<file path="src/rtl/btn_pulse_gen.sv">
// rtl/btn_pulse_gen.sv - push-button synchronizer, debouncer and press/release strobe generator
// Optional auto-repeat of btn_re while held: define BTN_AUTOREPEAT_EN.
module btn_pulse_gen #(
    parameter int DEBOUNCE_CYCLES = 500000,
    parameter int ACTIVE_LOW      = 1,
    parameter int HOLD_CYCLES     = 25000000,
    parameter int REPEAT_CYCLES   = 5000000
) (
    input  logic clk,
    input  logic async_reset,
    input  logic btn_raw,
    output logic btn_level,
    output logic btn_re,
    output logic btn_fe,
    output logic busy
);

    localparam int MAX_DH = (DEBOUNCE_CYCLES > HOLD_CYCLES) ? DEBOUNCE_CYCLES : HOLD_CYCLES;
    localparam int MAX_C  = (MAX_DH > REPEAT_CYCLES) ? MAX_DH : REPEAT_CYCLES;
    localparam int CW     = $clog2(MAX_C + 1);

    localparam logic [CW-1:0] DB_LIM  = CW'(DEBOUNCE_CYCLES);
    localparam logic [CW-1:0] CNT_ONE = CW'(1);
    localparam logic [CW-1:0] CNT_MAX = {CW{1'b1}};

    typedef enum logic [1:0] {
        RELEASED,
        PRESS_CHK,
        PRESSED,
        RELEASE_CHK
    } state_t;

    state_t        state;
    logic [CW-1:0] cnt;
    logic          pin;
    logic          sync_a;
    logic          sync;

    assign pin = (ACTIVE_LOW != 0) ? ~btn_raw : btn_raw;

    always_ff @(posedge clk or posedge async_reset) begin
        if (async_reset) begin
            sync_a <= 1'b0;
            sync   <= 1'b0;
        end else begin
            sync_a <= pin;
            sync   <= sync_a;
        end
    end

`ifdef BTN_AUTOREPEAT_EN
    localparam logic [CW-1:0] HOLD_LIM = CW'(HOLD_CYCLES);
    localparam logic [CW-1:0] REP_LIM  = CW'(REPEAT_CYCLES);
    logic [CW-1:0] rep;
    logic          repeating;
`endif

    always_ff @(posedge clk or posedge async_reset) begin
        if (async_reset) begin
            state     <= RELEASED;
            cnt       <= '0;
            btn_level <= 1'b0;
            btn_re    <= 1'b0;
            btn_fe    <= 1'b0;
            busy      <= 1'b0;
`ifdef BTN_AUTOREPEAT_EN
            rep       <= '0;
            repeating <= 1'b0;
`endif
        end else begin
            btn_re <= 1'b0;
            btn_fe <= 1'b0;
            case (state)
                RELEASED: begin
                    if (sync) begin
                        state <= PRESS_CHK;
                        cnt   <= CNT_ONE;
                        busy  <= 1'b1;
                    end
                end
                PRESS_CHK: begin
                    if (!sync) begin
                        state <= RELEASED;
                        cnt   <= '0;
                        busy  <= 1'b0;
                    end else if (cnt == DB_LIM) begin
                        state     <= PRESSED;
                        cnt       <= '0;
                        btn_level <= 1'b1;
                        btn_re    <= 1'b1;
                        busy      <= 1'b0;
`ifdef BTN_AUTOREPEAT_EN
                        rep       <= '0;
                        repeating <= 1'b0;
`endif
                    end else if (cnt != CNT_MAX) begin
                        cnt <= cnt + CNT_ONE;
                    end
                end
                PRESSED: begin
                    if (!sync) begin
                        state <= RELEASE_CHK;
                        cnt   <= CNT_ONE;
                        busy  <= 1'b1;
                    end
`ifdef BTN_AUTOREPEAT_EN
                    // First pulse after HOLD_CYCLES, then one every REPEAT_CYCLES.
                    else if (rep + CNT_ONE == (repeating ? REP_LIM : HOLD_LIM)) begin
                        rep       <= '0;
                        repeating <= 1'b1;
                        btn_re    <= 1'b1;
                    end else if (rep != CNT_MAX) begin
                        rep <= rep + CNT_ONE;
                    end
`endif
                end
                RELEASE_CHK: begin
                    // The repeat counter is left untouched here so a bounce resumes it.
                    if (sync) begin
                        state <= PRESSED;
                        cnt   <= '0;
                        busy  <= 1'b0;
                    end else if (cnt == DB_LIM) begin
                        state     <= RELEASED;
                        cnt       <= '0;
                        btn_level <= 1'b0;
                        btn_fe    <= 1'b1;
                        busy      <= 1'b0;
`ifdef BTN_AUTOREPEAT_EN
                        rep       <= '0;
                        repeating <= 1'b0;
`endif
                    end else if (cnt != CNT_MAX) begin
                        cnt <= cnt + CNT_ONE;
                    end
                end
                default: begin
                    state <= RELEASED;
                    cnt   <= '0;
                    busy  <= 1'b0;
                end
            endcase
        end
    end

endmodule

</file>
<file path="config.mk">
export PLATFORM = sky130hd
export DESIGN_NAME = btn_pulse_gen
export DESIGN_NICKNAME = d
export VERILOG_FILES = /design/src/rtl/btn_pulse_gen.sv
export SDC_FILE = /design/constraint.sdc
export NUM_CORES = 1
export LEC_CHECK = 0
export ABC_AREA = 1
export CORE_UTILIZATION = 30
export DETAILED_ROUTE_END_ITERATION = 6
export SLEW_MARGIN = 0
export SYNTH_ARGS = -nofsm -noshare
export SYNTH_HDL_FRONTEND = slang
export SYNTH_SLANG_ARGS = --single-unit
export TNS_END_PERCENT = 50
</file>
<file path="constraint.sdc">
create_clock -name clk -period 2.6 [get_ports clk]
set_clock_uncertainty 0.2 [all_clocks]
set_input_delay 0.39 -clock clk [delete_from_list [all_inputs] [get_ports clk]]
set_output_delay 0.39 -clock clk [all_outputs]
set_load 0.01 [all_outputs]
</file>
== Word-level counts from Yosys, hierarchy flattened ==
Cells that the tools add are included.
Storage, ports and cells
  flip-flop bits (word level): 33
  bits of input ports: 3
  output and inout port bits: 4
  word-level logic and storage cells: 58
Operators by class
  add/subtract/negate cells: 1
  equality and inequality tests: 13
  mux-type cells: 30
  bitwise gates (word level): 1
  reductions and logical operators: 5
Operators by type and width (number)
  2-to-1 mux 25 bit: 6
  case mux 25 bit (4 select lines): 1
  adder 25 x 1 -> 25 bit (second input constant): 1
  == test 25 x 19 -> 1 bit (second input constant): 1
  inequality test 25 bit (second input constant): 1
  2-to-1 mux 1 bit: 14
  2-to-1 mux 2 bit: 6
  inequality test 2 bit (second input constant): 6
  case mux 2 bit (4 select lines): 1
  inequality test 3 bit (second input constant): 2
  AND reduction 5 bit: 1
  == test 2 bit (second input constant): 2
  case mux 1 bit (4 select lines): 1
  AND reduction 4 bit: 1
  == test 2 x 1 -> 1 bit (second input constant): 1
  zero test 2 bit: 1
  case mux 1 bit (2 select lines): 1
  AND reduction 2 bit: 1
  nonzero test 2 bit: 1
  inverter 1 bit: 1

== Longest topological paths before layout ==
Gate-level depths: netlist (run 1).
  depth in word-level cells: 5
  gate-level depth with buffers: 12
  mapped depth without buffers: 11

== Worst setup path before layout (run 1) ==
OpenSTA, ideal clock, no wires.
  kind: register to register
  start point: register cnt[0]
  end point: register cnt[13]
  setup time: 126 ps
  arrival time: 1561 ps
  data required time: 2274 ps
  slack: 713 ps
  cell stages (with the launch flop): 12
  buffers on the path: 1
  clock period less this slack: 1887 ps
  cells stage by stage: dfrtp_1 ha_1 nand2_1 nor2_2 nand2_4 nor2_8 nand3_4 buf_6 nand2_1 nand2_1 nand3_1 o21ai_0
On the way
  word-level cells in the longest chain between the ends: 5
  elaborated cells on any way between the ends: 8
  classes of those cells: 1 x add/sub; 2 x eq/ne; 5 x mux
Ends and longest elaborated chain
  start, declared: RTL line 34  | logic [CW-1:0] cnt;
  start signal, assigned: RTL line 97  | cnt <= cnt + CNT_ONE;
  start signal, assigned: RTL line 134  | cnt <= cnt + CNT_ONE;
  adder 25 x 1 -> 25 bit or inequality test 25 bit (tied branches)
  2-to-1 mux 25 bit: RTL line 96, 133
  2-to-1 mux 25 bit *: RTL line 123  | end else if (cnt == DB_LIM) begin
  2-to-1 mux 25 bit, on equally long branches: RTL line 119, 82
  case mux 25 bit (4 select lines) *: RTL line 73  | case (state)
Every way passes the cells marked *; elsewhere a longest branch is shown, timed or not.
A chain may end at the register's enable or synchronous reset.

== Worst setup path after layout (run 1) ==
  start point: register cnt[0]
  end point: register cnt[3]
Same word-level chain as after synthesis.

==> impl_results.md, run 1 <==
* Max IR drop VDD at 0.355 mV
* Final Hold Vio Count at 0
* Max-cap viol count at 0
* Tcrit/Tclk final at 0.870
* Clock latency on the worst-skew pair at 0.29 ns
* Post-CTS setup buffers at 0
* Die W at 88.1 um
* GRT Residual Overflow at 0
* Hpwl dp at 3720 um
* Max Slew Vio Count at 0
* Number of global-route vias before repair at 1933
* Core Area at 7210 um2
* # setup viols final at 0
* Synth area leaders: dfrtp_1 37%, nand2_1 15%, nand3_1 13%
* Syn_nets at 330
* Synth Cell Area at 2220 um2
* Crit path capture type: flop
* TritonCTS clock tree: built
* Final Total Pwr at 1.16 mW
* Cts hold-fix bufs at 0
* Crit path kind: flop to flop
* Share of layout cells above drive strength 1 at 0.0753
* Lkg Pwr at 1.17 nW
* Post-synth ARST share at 1.00
* Post-layout util at 0.341
* Initial Util at 0.308
* Top cell type's share of synthesized area at 0.371
* Port Buffer Count at 6
* DRT antenna net count at 0
* Vert. Die Dim at 88.1 um
* DR vias at 2071
* First-pass GRT wire length at 8960 um
* RSZ-0062 raised after global routing: false
* Total GRT Usage at 0.152
* RePlAce Congestion at 0.864
* Largest net degree at the start of global routing at 34
* # diodes at 0
* Hold Slack at 0.152 ns
* Routed WL at 5180 um
* Total number of clock tree sinks at 33
* CTS Buf Count at 5
* Yosys top cell by area: dfrtp_1
* Clock tree buffer depth at 2
* Synth unique cells at 30
* CP Max Fanout at 32
* Req. time, crit path at 2.58 ns
* Avg Cell Area, Syn at 6.85 um2
* Nets at 336
* Synth Register Bits at 33
* Final setup TNS at 0 ns
* Status: finished clean
* Seq/Total Area, Yosys at 0.371
* Root Buffer: clkbuf_8
* Site row count at 31
* Drt via density at 4.81
* Critical Path AT at 2.24 ns
* Period minus WS final at 2.26 ns
* Worst slew pin tran at 0.439 ns
* Hold Path Class: flop to flop
* Iteration count of the initial detailed-routing pass at 4
* Initial antenna violation count at 0
* Synth warnings at 0
* I/O Pins at 7
* Most frequent cell after synthesis: nand2_1
* Area grow syn2layout at 10.7%
* Clk slew on worst S/H paths at 0.07 ns
* Synth Instances at 325
* Dominant synthesized flop cell: dfrtp_1
* Power per cell area at 472 nW/um2
* Initial DRC Count at 99
* CP Launch Type: flop
* # DRC at 0
* Relative slew slack at 0.707
* Die area at 7760 um2
* Max Freq at 0.442 GHz
* EDFF count, synth at 0
* Commonest cells post-synth: 90 x nand2_1, 56 x nand3_1, 39 x inv_1
* Post-CTS Resized at 0
* Fillcell total at 816
* Max H-tree Level at 2
* Avg WL per Cell at 12.0 um
==> layout make-up <==
type | instances | area (um2) | share of cell area
inverters | 42 | 158 | 0.0640
clock inverters | 2 | 37.5 | 0.0152
well taps | 99 | 124 | 0.0503
multi-input cells | 241 | 1160 | 0.471
flip-flops and latches | 33 | 826 | 0.335
repair buffers | 8 | 75.1 | 0.0305
clock buffers | 6 | 82.6 | 0.0335
==> worst max-delay path, stage by stage (launching register included) <==
cell and delay (ns):
dfrtp_1 0.44, ha_1 0.25, nand2_1 0.09, nor2_2 0.21
nand2_4 0.12, nor2_8 0.15, nand3_4 0.30, nand2_1 0.19
nand2_1 0.06, nand2_1 0.06, o21bai_1 0.06
==> worst paths after layout <==
check,slack [ns],cells past startpoint,from,to
max reg2reg,0.34,10,cnt[0],cnt[3]
min reg2reg,0.15,0,sync_a,sync
max in group asynchronous,1.59,3,async_reset,cnt[20]
min in group asynchronous,0.29,3,async_reset,cnt[17]
max,0.34,10,cnt[0],cnt[3]
min,0.15,0,sync_a,sync
==> routing by layer <==
metal	track usage	part of all wire	up-vias
li1	-	-	1060
met4	0.0718	0.023	0
met5	0	0	-
met2	0.250	0.47	43
met3	0.0368	0.038	9
met1	0.188	0.46	959
==> placed cells by master (no fill, tap or decap), types with 2 or more instances in the layout <==
master	netlist	final
a21oi_1	10	10
o21ai_0	14	14
ha_1	2	2
buf_4	2	2
inv_1	39	39
dfrtp_1	33	33
clkbuf_8	0	6
clkdlybuf4s50_1	0	6
nand4_1	12	12
nor2_1	35	35
nand2_4	3	3
nand3_1	56	56
nand2_1	90	90
nor3_1	4	4
nor2_4	2	2
inv_2	3	3
==> registers in the layout, indices dropped and copies added, names as in the netlist, named ones only <==
| name | count |
|---|---|
| btn_level | 1 |
| state | 1 |
| cnt | 25 |
| sync | 1 |
| busy | 1 |
| btn_re | 1 |
| btn_fe | 1 |
| sync_a | 1 |
==> through the flow <==
step / std cells / cell area, um2 / setup slack, ns
finish: 431 / 2460 / 0.337
global route: 431 / 2460 / 0.123
CTS: 431 / 2460 / 0.344
floorplan: 325 / 2220 / 0.713
detailed placement: 423 / 2340 / 0.341
global placement: 423 / 2340 / 0.408
==> report_power, final <==
| group | internal (mW) | switching (mW) |
|---|---|---|
| sequential | 0.527 | 0.0169 |
| combinational | 0.0329 | 0.0733 |
| clock | 0.312 | 0.202 |
| total | 0.871 | 0.293 |
==> logic make-up after synthesis <==
family / count (synthesis) / share of synthesized area
simple gates: 211 / 0.444
fa+ha+maj: 2 / 0.0112
flops: 33 / 0.371
buf+inv: 51 / 0.107
compound gates: 28 / 0.0669
(Power assumes the default switching activity.)
==> run 2: changes to the inputs <==
--- a/config.mk
+++ b/config.mk
@@ -7,7 +7,10 @@
 export LEC_CHECK = 0
 export ABC_AREA = 1
 export CORE_UTILIZATION = 30
+export CTS_CLUSTER_SIZE = 16
 export DETAILED_ROUTE_END_ITERATION = 6
+export GPL_ROUTABILITY_DRIVEN = 0
+export PLACE_DENSITY = 0.56
 export SLEW_MARGIN = 0
 export SYNTH_ARGS = -nofsm -noshare
 export SYNTH_HDL_FRONTEND = slang
==> impl_results.md, run 2 (synthesized netlist as in run 1, its figures left out) <==
* Status: finished clean
* Core Area at 7210 um2
* Final Hold Vio Count at 0
* HP Start: sync_a
* Crit path kind: flop to flop
* Commonest non-fill, non-tap cell in the layout: nand2_1
* Crit-path cells: ha_1 -> nand2_1 -> nor2_2 -> nand2_4 -> nor2_8 -> nand3_4 -> nand2_1 -> nand2_1 -> nand3_1 -> o21ai_0
* Crit path capture type: flop
* Worst slew pin tran at 0.435 ns
* Area after DPL at 2350 um2
* Port Buffer Count at 6
* # setup viols final at 0
* GRT Residual Overflow at 0
* TritonCTS clock tree: built
* I/O Pins at 7
* Max Freq at 0.446 GHz
* CTS Buf Count at 5
* Site row count at 31
* # diodes at 0
* Req. time, crit path at 2.56 ns
* Vert. Die Dim at 88.1 um
* Max H-tree Level at 2
* CP Max Fanout at 32
* Max incr delay on CP at 0.45 ns
* Largest net degree at the start of global routing at 34
* Cts hold-fix bufs at 0
* Post-CTS setup buffers at 0
* R2R Path Start: cnt[0]
* Initial DRC Count at 200
* Final setup TNS at 0 ns
* Routed WL at 5310 um
* Hold Path Class: flop to flop
* Min-Delay Path Depth at 0
* Initial Util at 0.308
* Met3 WL at 207 um
* RSZ-0062 raised after global routing: false
* Max reg flops at 25
* First-pass GRT wire length at 9290 um
* Drt via density at 4.80
* Relative slew slack at 0.710
* Slowest CP cell: dfrtp_1
* Uppermost layer routed: met4
* Crit path top cell by count: nand2_1
* Clock latency on the worst-skew pair at 0.29 ns
* CP Launch Point: cnt[0]
* Power per cell area at 476 nW/um2
* Number of global-route vias before repair at 1948
* Initial antenna violation count at 0
* Die area at 7760 um2
* Area grow syn2layout at 11.1%
* Clk slew on worst S/H paths at 0.08 ns
* Final instance area at 2470 um2
* Total GRT Usage at 0.157
* Post-CTS Resized at 0
* End point of the critical path: cnt[13]
* # DRC at 0
* Die W at 88.1 um
* Max-cap viol count at 0
* Hpwl dp at 3880 um
* Max Slew Vio Count at 0
* Lkg Pwr at 1.17 nW
* Most frequent cells in the layout: 90 x nand2_1, 56 x nand3_1, 39 x inv_1
* Root Buffer: clkbuf_8
* R2R depth at 10
* Max IR drop VDD at 0.230 mV
* Largest Register: cnt
* Total number of clock tree sinks at 33
* Wl on met1 at 2600 um
* Tcrit/Tclk final at 0.861
* R2r endpoint: cnt[13]
* Critical Path AT at 2.20 ns
* Avg WL per Cell at 12.3 um
* Post-layout util at 0.343
* Clock tree buffer depth at 2
* CP Launch Type: flop
* DRT antenna net count at 0
* Iteration count of the initial detailed-routing pass at 4
* Met2 WL at 2410 um
* Share of layout cells above drive strength 1 at 0.0781
* DR vias at 2074
* Nets at 337
* R2R Setup Slk at 0.36 ns
* Period minus WS final at 2.24 ns
## run 2: per-layer routing
layer,vias up,global-route usage
met5,-,0
met4,0,0.0572
met3,7,0.0311
met2,38,0.252
met1,967,0.211
li1,1062,-
## run 2: how the worst min path moves through the flow
stage	slack (ns)	end
3_3_place_gp	0.14	sync
3_5_place_dp	0.14	sync
2_1_floorplan	0.13	sync
5_1_grt	0.17	sync
4_1_cts	0.15	sync
6_report	0.15	sync
## run 2: power breakdown
group	switching (mW)	internal [mW]	leakage (nW)	total, mW
clock network	0.210	0.312	0.0574	0.522
registers	0.0176	0.527	0.450	0.544
logic	0.0745	0.0347	0.663	0.109
## run 2: layout make-up
type                            instances  area, um2
Clock buffer                            6       82.6
Inverter                               42        158
Sequential cell                        33        826
Multi-Input combinational cell        241       1160
Tap cell                               99        124
Fill cell                             832       4740
Timing Repair Buffer                    9       82.6
Clock inverter                          2       37.5
## run 2: worst max-delay path, delay by kind of cell (launching register included)
family,cells,cell delay [ns]
AO/OA/AOI/OAI,1,0.09
adder cells (fa/ha/maj),1,0.24
flip-flops,1,0.45
AND/OR/NAND/NOR,8,1.14
## run 2: metrics by stage
step | power [mW] | instances | setup WS, ns | hold slack (ns)
detailed placement | 0.664 | 424 | 0.357 | 0.136
CTS | 1.19 | 432 | 0.346 | 0.154
finish | 1.18 | 432 | 0.360 | 0.151
global route | 1.22 | 432 | 0.0443 | 0.165
floorplan | 0.631 | 325 | 0.713 | 0.131
global placement | 0.665 | 424 | 0.420 | 0.136
==> RTL change: new RTL, config.mk and constraints of run 2 <==
Add a define of `BTN_AUTOREPEAT_EN`.
--- a/src/rtl/btn_pulse_gen.sv
+++ b/src/rtl/btn_pulse_gen.sv
@@ -1,5 +1,7 @@
 // rtl/btn_pulse_gen.sv - push-button synchronizer, debouncer and press/release strobe generator
 // Optional auto-repeat of btn_re while held: define BTN_AUTOREPEAT_EN.
+`define BTN_AUTOREPEAT_EN
+
 module btn_pulse_gen #(
     parameter int DEBOUNCE_CYCLES = 500000,
     parameter int ACTIVE_LOW      = 1,
Behaviour: no difference found for any inputs over 10 cycles, from zero or initial values and one cycle with async_reset high; that may be too few to reach the edited logic, so the function may still have changed.
==> RTL change against run 2 <==
Wire length grew 86%; sequential share of layout area shrank 1.1 points; sequential cell count grew 26; global-route usage grew 0.61 points; synthesized cell count grew 69%; cell area grew 85%; total power grew to 2.7 times the old value; critical path depth grew 1; core utilization grew 2.1 points; first-iteration DRC count grew 15%; worst setup slack lost 0.21 ns; worst hold slack gained 0.0037 ns; synthesized area grew 74%.
==> RTL change: results <==
group,metric,value,unit
finish,n_antenna_cell,0,
finish,largestRegisters,"cnt (25), rep (25)",
setup_path,worst-path-max-fanout,5,
global_route,grt_max_degree,25,
detailed_routing,drtIter0Drc,230,
global_route,grt_pass1_wl,16800,µm
setup_path,critPathTopFamily,"simple AND/OR/NAND/NOR gates",
synthesis,postSynthCellCount,549,
placement,dp_hpwl,7520,µm
power_and_ir_drop,p_leak,1.88,nW
sta,tightest_slew,0.574,ns
setup_path,slowest_delay,0.41,ns
cts,root_buffer,"clkbuf_16",
synthesis,synthTopCellsByArea,"dfrtp_1 (38%), nand2_1 (14%), inv_1 (7.1%)",
detailed_routing,vias_per_cell,4.87,
cts,numCtsBuffers,9,
placement,dpl.cell_count,731,
detailed_routing,wl_per_cell,13.2,µm
cts,cts_max_level,3,
setup_path,cp_slowest_cell,"dfrtp_1",
synthesis,synth_common_cells,"nand2_1 (145), inv_1 (73), dfrtp_1 (59)",
finish,nNetsFinal,585,
synthesis,yosysWarnings,0,
status,outcome,"complete, no violations",
detailed_routing,wl,9900,µm
placement,io_buffers,6,
global_route,grt_pass1_vias,3591,
cts,cts.clk_slew.worst_paths,0.05,ns
min_path,worstHoldPathType,"reg2reg",
synthesis,syn_nets,559,
global_route,grt_usage,0.164,
cts,clock_latency,0.32,ns
cts,clk_path_buf_depth,2,
synthesis,synthDistinctLibCells,39,
power_and_ir_drop,peakVddDrop,286,µV
finish,layout-drive-gt1-share,0.126,
setup_path,cp.arrival,2.49,ns
synthesis,async_reset_ff_frac,1.00,
detailed_routing,drt_pass1_iterations,6,
synthesis,yosysSeqAreaShare,0.382,
global_route,antenna_found_initial,0,
-- RTL change: logic make-up after synthesis --
logic type	count (synthesis)	synth area share
and+or+nand+nor	316	0.387
buffers and inverters	84	0.0862
AOI/OAI and AO/OA	80	0.115
DFF	59	0.382
adders and majority gates	7	0.0227
xor gates and xnor gates	3	0.00681
-- RTL change: power breakdown --
| group | internal, mW | switching [mW] | leakage, nW |
|---|---|---|---|
| Clock | 0.659 | 0.397 | 0.132 |
| Combinational | 0.355 | 0.693 | 0.939 |
| Sequential | 0.985 | 0.0576 | 0.809 |
-- RTL change: repair_timing --
action | 4_1_cts | 5_1_grt
buffers inserted | 0 | 5
endpoints found under the setup margin | 0 | 26
resized for setup | 0 | 14
-- RTL change: metal layers --
| layer | GRT usage | wire, µm | vias up |
|---|---|---|---|
| met5 | 0 | 0 | - |
| met4 | 0.0494 | 116 | 0 |
| met3 | 0.0361 | 450 | 6 |
| met2 | 0.280 | 4970 | 94 |
| met1 | 0.206 | 4360 | 1715 |
| li1 | - | - | 1845 |
-- RTL change: worst reg2reg max path, stage by stage, from the launching register on --
cell	delay [ns]
dfrtp_1	0.41
inv_1	0.09
ha_1	0.18
nand4_1	0.10
nor2_1	0.11
nand4_1	0.27
nand2_1	0.17
nand3_1	0.11
a41oi_2	0.34
buf_4	0.21
nand3_1	0.07
o21ai_1	0.11
-- RTL change: per-stage QoR --
step                cell area, µm²  setup slack (ns)  total power [mW]
floorplan                     3860             0.349              1.71
global placement              4220             0.162              2.06
detailed placement            4220             0.112              2.08
CTS                           4480             0.104              3.15
global route                  4570           -0.0212              3.36
finish                        4570             0.148              3.15
-- RTL change: path summary, 6_finish.rpt --
path / startpoint / end / slack, ns / depth (start not counted)
worst max register to register: cnt[0] / rep[12] / 0.15 / 11
min in group asynchronous: async_reset / cnt[17] / 0.26 / 2
worst min-delay path: sync_a / sync / 0.15 / 0
max in group asynchronous: async_reset / rep[17] / 1.43 / 3
worst max-delay path: cnt[0] / rep[12] / 0.15 / 11
worst min register to register: sync_a / sync / 0.15 / 0
-- RTL change: cell type report --
type | instances | area, µm²
Fill cell | 1347 | 8000
Multi-Input combinational cell | 406 | 2110
Sequential cell | 59 | 1480
Inverter | 77 | 292
Clock buffer | 12 | 246
Timing Repair Buffer | 22 | 218
Tap cell | 172 | 215
Clock inverter | 3 | 15.0
